==> config.mk <==
export PLATFORM = sky130hd
export DESIGN_NAME = fetch_queue_flat
export DESIGN_NICKNAME = d
export VERILOG_FILES = /design/src/rtl/fetch_queue_if.sv /design/src/rtl/fetch_queue.sv /design/src/flat_wrapper.sv
export SDC_FILE = /design/constraint.sdc
export NUM_CORES = 1
export LEC_CHECK = 0
export CAP_MARGIN = 40
export CORE_AREA = 10 10 168 170
export DETAILED_ROUTE_END_ITERATION = 10
export DIE_AREA = 0 0 178 180
export DONT_BUFFER_PORTS = 1
export SLEW_MARGIN = 20
export SYNTH_ARGS = -nofsm -noshare
export SYNTH_HDL_FRONTEND = slang
export SYNTH_SLANG_ARGS = --single-unit
==> constraint.sdc <==
create_clock -name clk -period 9.8 [get_ports clk]
set_input_delay 1.47 -clock clk [delete_from_list [all_inputs] [get_ports clk]]
set_output_delay 1.47 -clock clk [all_outputs]
set_load 0.05 [all_outputs]
==> src/rtl/fetch_queue_if.sv <==
// Fetch queue handshake bundle: producer side (in_*) and consumer side (out_*).
// The slave modport is the queue's view; the master modport is the environment
// that feeds the queue and drains it.
interface fetch_queue_if #(
  parameter int DATA_WD = 64
);
  logic               in_valid;
  logic [DATA_WD-1:0] in_bus;
  logic               in_allowin;
  logic               out_valid;
  logic [DATA_WD-1:0] out_bus;
  logic               out_allowin;

  modport slave (
    input  in_valid,
    input  in_bus,
    output in_allowin,
    output out_valid,
    output out_bus,
    input  out_allowin
  );

  modport master (
    output in_valid,
    output in_bus,
    input  in_allowin,
    input  out_valid,
    input  out_bus,
    output out_allowin
  );
endinterface

==> src/rtl/fetch_queue.sv <==
// Fetch queue: a small circular FIFO of {PC, instruction} entries between the
// fetch stage and decode. flush discards everything (branch/redirect), reset
// clears the pointers and count synchronously.
// Optional macro FETCH_QUEUE_BYPASS_EN: when defined, an entry arriving at an
// empty queue is presented on out_bus in the same cycle and is not stored if
// the consumer takes it immediately.
module fetch_queue #(
  parameter  int DATA_WD = 64,
  parameter  int DEPTH   = 4,
  localparam int CNT_WD  = $clog2(DEPTH + 1)
) (
  input  logic              clk,
  input  logic              reset,
  input  logic              flush,
  fetch_queue_if.slave      bus,
  output logic [CNT_WD-1:0] count,
  output logic              full,
  output logic              empty
);

  localparam int PTR_WD = $clog2(DEPTH);

  logic [DATA_WD-1:0] mem [DEPTH];
  logic [PTR_WD-1:0]  rd_ptr;
  logic [PTR_WD-1:0]  wr_ptr;
  logic [CNT_WD-1:0]  cnt_q;
  logic               push;
  logic               pop;
  logic               do_write;
  logic               do_read;

  // Pointers wrap explicitly so DEPTH need not be a power of two.
  function automatic logic [PTR_WD-1:0] next_ptr(input logic [PTR_WD-1:0] p);
    return (p == PTR_WD'(DEPTH - 1)) ? '0 : p + 1'b1;
  endfunction

  assign count = cnt_q;
  assign full  = (cnt_q == CNT_WD'(DEPTH));
  assign empty = (cnt_q == '0);

  // Acceptance depends only on stored state and flush, never on out_allowin.
  assign bus.in_allowin = !full && !flush;

  assign push = bus.in_valid && bus.in_allowin;
  assign pop  = bus.out_valid && bus.out_allowin;

`ifdef FETCH_QUEUE_BYPASS_EN
  logic bypass_hit;

  // An entry arriving at an empty queue is offered straight to the consumer;
  // if taken it never touches storage, otherwise it is stored as usual.
  assign bypass_hit    = empty && bus.in_valid && !flush;
  assign bus.out_valid = bypass_hit || (!empty && !flush);
  assign bus.out_bus   = empty ? bus.in_bus : mem[rd_ptr];
  assign do_write      = push && !(bypass_hit && bus.out_allowin);
  assign do_read       = pop && !bypass_hit;
`else
  // Output is driven purely from storage, so a push shows up one cycle later.
  assign bus.out_valid = !empty && !flush;
  assign bus.out_bus   = mem[rd_ptr];
  assign do_write      = push;
  assign do_read       = pop;
`endif

  // Entry storage carries no reset; only the pointers and count define validity.
  always_ff @(posedge clk) begin
    if (!reset && do_write) begin
      mem[wr_ptr] <= bus.in_bus;
    end
  end

  // Pointer and occupancy bookkeeping; reset beats flush, flush beats transfers.
  always_ff @(posedge clk) begin
    if (reset) begin
      rd_ptr <= '0;
      wr_ptr <= '0;
      cnt_q  <= '0;
    end else if (flush) begin
      rd_ptr <= '0;
      wr_ptr <= '0;
      cnt_q  <= '0;
    end else begin
      if (do_write) begin
        wr_ptr <= next_ptr(wr_ptr);
      end
      if (do_read) begin
        rd_ptr <= next_ptr(rd_ptr);
      end
      if (do_write && !do_read) begin
        cnt_q <= cnt_q + 1'b1;
      end else if (!do_write && do_read) begin
        cnt_q <= cnt_q - 1'b1;
      end
    end
  end

endmodule

==> src/flat_wrapper.sv <==
// flat-port wrapper written by rule: the top's interface ports become plain ports
module fetch_queue_flat 
#(
  parameter  int DATA_WD = 64,
  parameter  int DEPTH   = 4,
  localparam int CNT_WD  = $clog2(DEPTH + 1)
)
  (clk, reset, flush, count, full, empty, bus_in_valid, bus_in_bus, bus_in_allowin, bus_out_valid, bus_out_bus, bus_out_allowin);
  fetch_queue_if #(.DATA_WD(DATA_WD)) bus_i ();
  input  logic clk;
  input  logic reset;
  input  logic flush;
  output logic [CNT_WD-1:0] count;
  output logic full;
  output logic empty;
  input wire logic [$bits(bus_i.in_valid)-1:0] bus_in_valid;
  input wire logic [$bits(bus_i.in_bus)-1:0] bus_in_bus;
  output wire logic [$bits(bus_i.in_allowin)-1:0] bus_in_allowin;
  output wire logic [$bits(bus_i.out_valid)-1:0] bus_out_valid;
  output wire logic [$bits(bus_i.out_bus)-1:0] bus_out_bus;
  input wire logic [$bits(bus_i.out_allowin)-1:0] bus_out_allowin;
  assign bus_i.in_valid = bus_in_valid;
  assign bus_i.in_bus = bus_in_bus;
  assign bus_in_allowin = bus_i.in_allowin;
  assign bus_out_valid = bus_i.out_valid;
  assign bus_out_bus = bus_i.out_bus;
  assign bus_i.out_allowin = bus_out_allowin;
  fetch_queue #(.DATA_WD(DATA_WD), .DEPTH(DEPTH)) u_core (.clk(clk), .reset(reset), .flush(flush), .bus(bus_i), .count(count), .full(full), .empty(empty));
endmodule
==> summary.md <==
| Metric | Value |
|---|---|
| CP Cell Sequence | buf_4 > buf_12 > mux4_2 |
| Cell Pwr Density | 208 nW/um2 |
| Post-layout min period | 4.17 ns |
| Peak VDD IR | 0.000113 V |
| Initial DRC Count | 264 |
| Post-CTS setup buffer count | 0 |
| Maximum fanout along the worst path | 25 |
| Status | finished clean |
| Core area | 24900 um2 |
| Startpoint Class | flop |
| Wire per inst | 24.3 um |
| Share of cells above drive strength 1 | 0.277 |
| Hold Buf Count CTS | 0 |
| Remaining Overflow, GRT | 0 |
| Cells after Synth | 391 |
| Routed wl met3 | 2330 um |
| Crit path depth | 3 |
| F_max | 240 MHz |
| Final setup vio count | 0 |
| Final Hold Violating Endpoints | 0 |
| R2R depth | 9 |
| FILL cells | 2053 |
| RePlAce Congestion | 0.711 |
| P_leak | 0.00338 uW |
| Final period utilization | 0.425 |
| CP Class | flop to output pin |
| YS warnings | 0 |
| Routed wl met2 | 9000 um |
| Clock Tree Root | clkbuf_16 |
| CP Capture Type | output pin |
| Critical path buffers and inverters | 2 |
| CTS max path bufs | 3 |
| Commonest non-fill, non-tap cell in the layout | edfxtp_1 |
| Final wirelength | 18700 um |
| Inserted Diodes | 0 |
| Initial core utilization | 0.393 |
| Port buffer count | 0 |
| Final Max Tran Viols | 0 |
| RSZ-0062 raised after global routing | false |
| Worst path top cell family by delay | buffers and inverters |
| Slew margin rel. | 0.519 |
| Highest Signal Layer | met4 |
| Clock transition at path regs | 0.06 ns |
| 1st-pass router iterations | 5 |
| Commonest cells after routing, fill and taps aside | edfxtp_1 (256), mux4_2 (64), clkbuf_16 (27) |
| DR vias | 3955 |
| Syn Nets | 467 |
| Layout Utilization | 0.447 |
| DP Wirelength | 11600 um |
| Setup_tns | 0 ns |
| Post-CTS resize count | 0 |
| Die width | 178 um |
| Slowest stage delay, CP | 0.71 ns |
| Fin Hold WS | 0.481 ns |
| Largest net degree at the start of global routing | 45 |
| Clock Skew | 0.0110 ns |
| Maximum Capacitance Violations | 0 |
| Critical-path top delay cell | mux4_2 |
| Global-route wire length before repair | 28500 um |
| Nets@finish | 496 |
| TritonCTS clock tree | done |
| Worst-Skew Late Latency | 0.52 ns |
| Cell variety after synth | 20 |
| Worst R2R Start | u_core.count[0] |
| Initial antenna violation count | 0 |
| Die footprint | 32000 um2 |
| Total clock sinks | 265 |
| Min-Delay Startpoint | u_core.rd_ptr[1] |
| H-tree depth | 1 |
| Antenna viol nets, final | 0 |
| Class of the tightest hold or removal check | flop to flop |
| Floorplan row count | 58 |
| Vias/cell | 5.14 |
| Sequential area share after synthesis | 0.804 |
| Cell area after synthesis | 9790 um2 |
| I/O pins | 140 |
| Vias in the first global route | 4409 |
| Number of buffers created by CTS | 27 |
| All-Layer GR Usage | 0.116 |
| Die Ht | 180 um |
| Yosys top cell area share | 0.785 |
| Worst Max-Slew Pin Slew | 0.720 ns |
| Top cells by area, synth | edfxtp_1 (79%), mux4_2 (15%), dfxtp_1 (1.8%), buf_6 (0.81%), ha_1 (0.77%) |
| Worst EP required | 8.33 ns |
| Yosys reg bits | 265 |
| R2r setup slk | 6.57 ns |
| WL met1 | 7100 um |
| Largest area contributor in the netlist | edfxtp_1 |
| Synth-to-layout area growth | 13.7% |
| Critical path arrival | 2.70 ns |
| Reg2reg end | u_core.count[2] |
| Worst hold stages | 2 |
| Post-route DRC violation count | 0 |
| Avg Cell Area, Syn | 25.0 um2 |
==> cell type report <==
class                   instances  area [um2]  area share
well taps                     330         413      0.0371
inverters                       5        18.8     0.00169
repair buffers                 17         173      0.0155
multi-input cells             104        1800       0.162
flip-flops and latches        265        7880       0.708
clock buffers                  35         706      0.0634
clock inverters                14         138      0.0124
==> Yosys cell counts, drive strengths merged <==
| cell | number |
|---|---|
| edfxtp | 256 |
| mux4 | 64 |
| buf | 15 |
| dfxtp | 9 |
| nand2 | 8 |
| ha | 6 |
| nor3b | 6 |
| inv | 5 |
| mux2i | 5 |
| nor2 | 5 |
| nor3 | 3 |
| clkbuf | 2 |
| xor2 | 2 |
| a21boi | 1 |
| fa | 1 |
| o21ai | 1 |
| or3 | 1 |
| or3b | 1 |
==> metrics by stage <==
stage / power [uW] / cells / worst slack (ns) / instance area, um2
finish: 2320 / 770 / 5.63 / 11100
global route: 2400 / 770 / 5.40 / 11100
CTS: 2350 / 770 / 5.50 / 11100
detailed placement: 1370 / 721 / 6.00 / 10300
global placement: 1360 / 712 / 5.99 / 10200
floorplan: 1350 / 391 / 4.66 / 9790
==> tightest hold or removal path: stages, from the launching register on <==
cell     delay [ns]
dfxtp_1        0.31
nand2_1        0.05
mux2i_1        0.07
==> where the power goes <==
part	total, uW	internal, uW	switching, uW	leakage, uW
Combinational	81.0	20.1	60.9	0.000589
Sequential	1260	1250	6.70	0.00239
Clock	974	582	392	0.000405
==> sequential cells by signal, indices dropped and copies added (netlist names), named ones only <==
signal,count
u_core.wr_ptr,2
u_core.count,3
u_core.mem,256
u_core.rd_ptr,2
==> layer usage <==
metal	track usage	vias to the layer above
met3	0.0620	24
li1	-	1709
met4	0.0277	0
met2	0.185	124
met1	0.135	2098
met5	0	-
==> how the worst max path moves through the flow <==
stage | slack, ns | startpoint | endpoint
after global routing | 5.40 | flop | bus_out_bus[43]
after global placement | 5.99 | flop | bus_out_bus[43]
after CTS | 5.50 | flop | bus_out_bus[43]
after detailed placement | 6.00 | flush | u_core.count[2]
after floorplan | 4.66 | flush | u_core.mem[2][0]
final | 5.63 | flop | bus_out_bus[43]
==> cell families (layout without fill, tap and decap cells) <==
| family | count (synthesis) | after routing | synth area share |
|---|---|---|---|
| AOI/OAI and AO/OA | 2 | 2 | 0.00128 |
| and+or+nand+nor | 24 | 24 | 0.0159 |
| muxes | 69 | 69 | 0.152 |
| adders and majority gates | 7 | 7 | 0.00972 |
| DFF | 265 | 265 | 0.804 |
| xor gates and xnor gates | 2 | 2 | 0.00179 |
| buffers and inverters | 22 | 71 | 0.0151 |
Note: power is estimated with default switching activity, not from simulation.
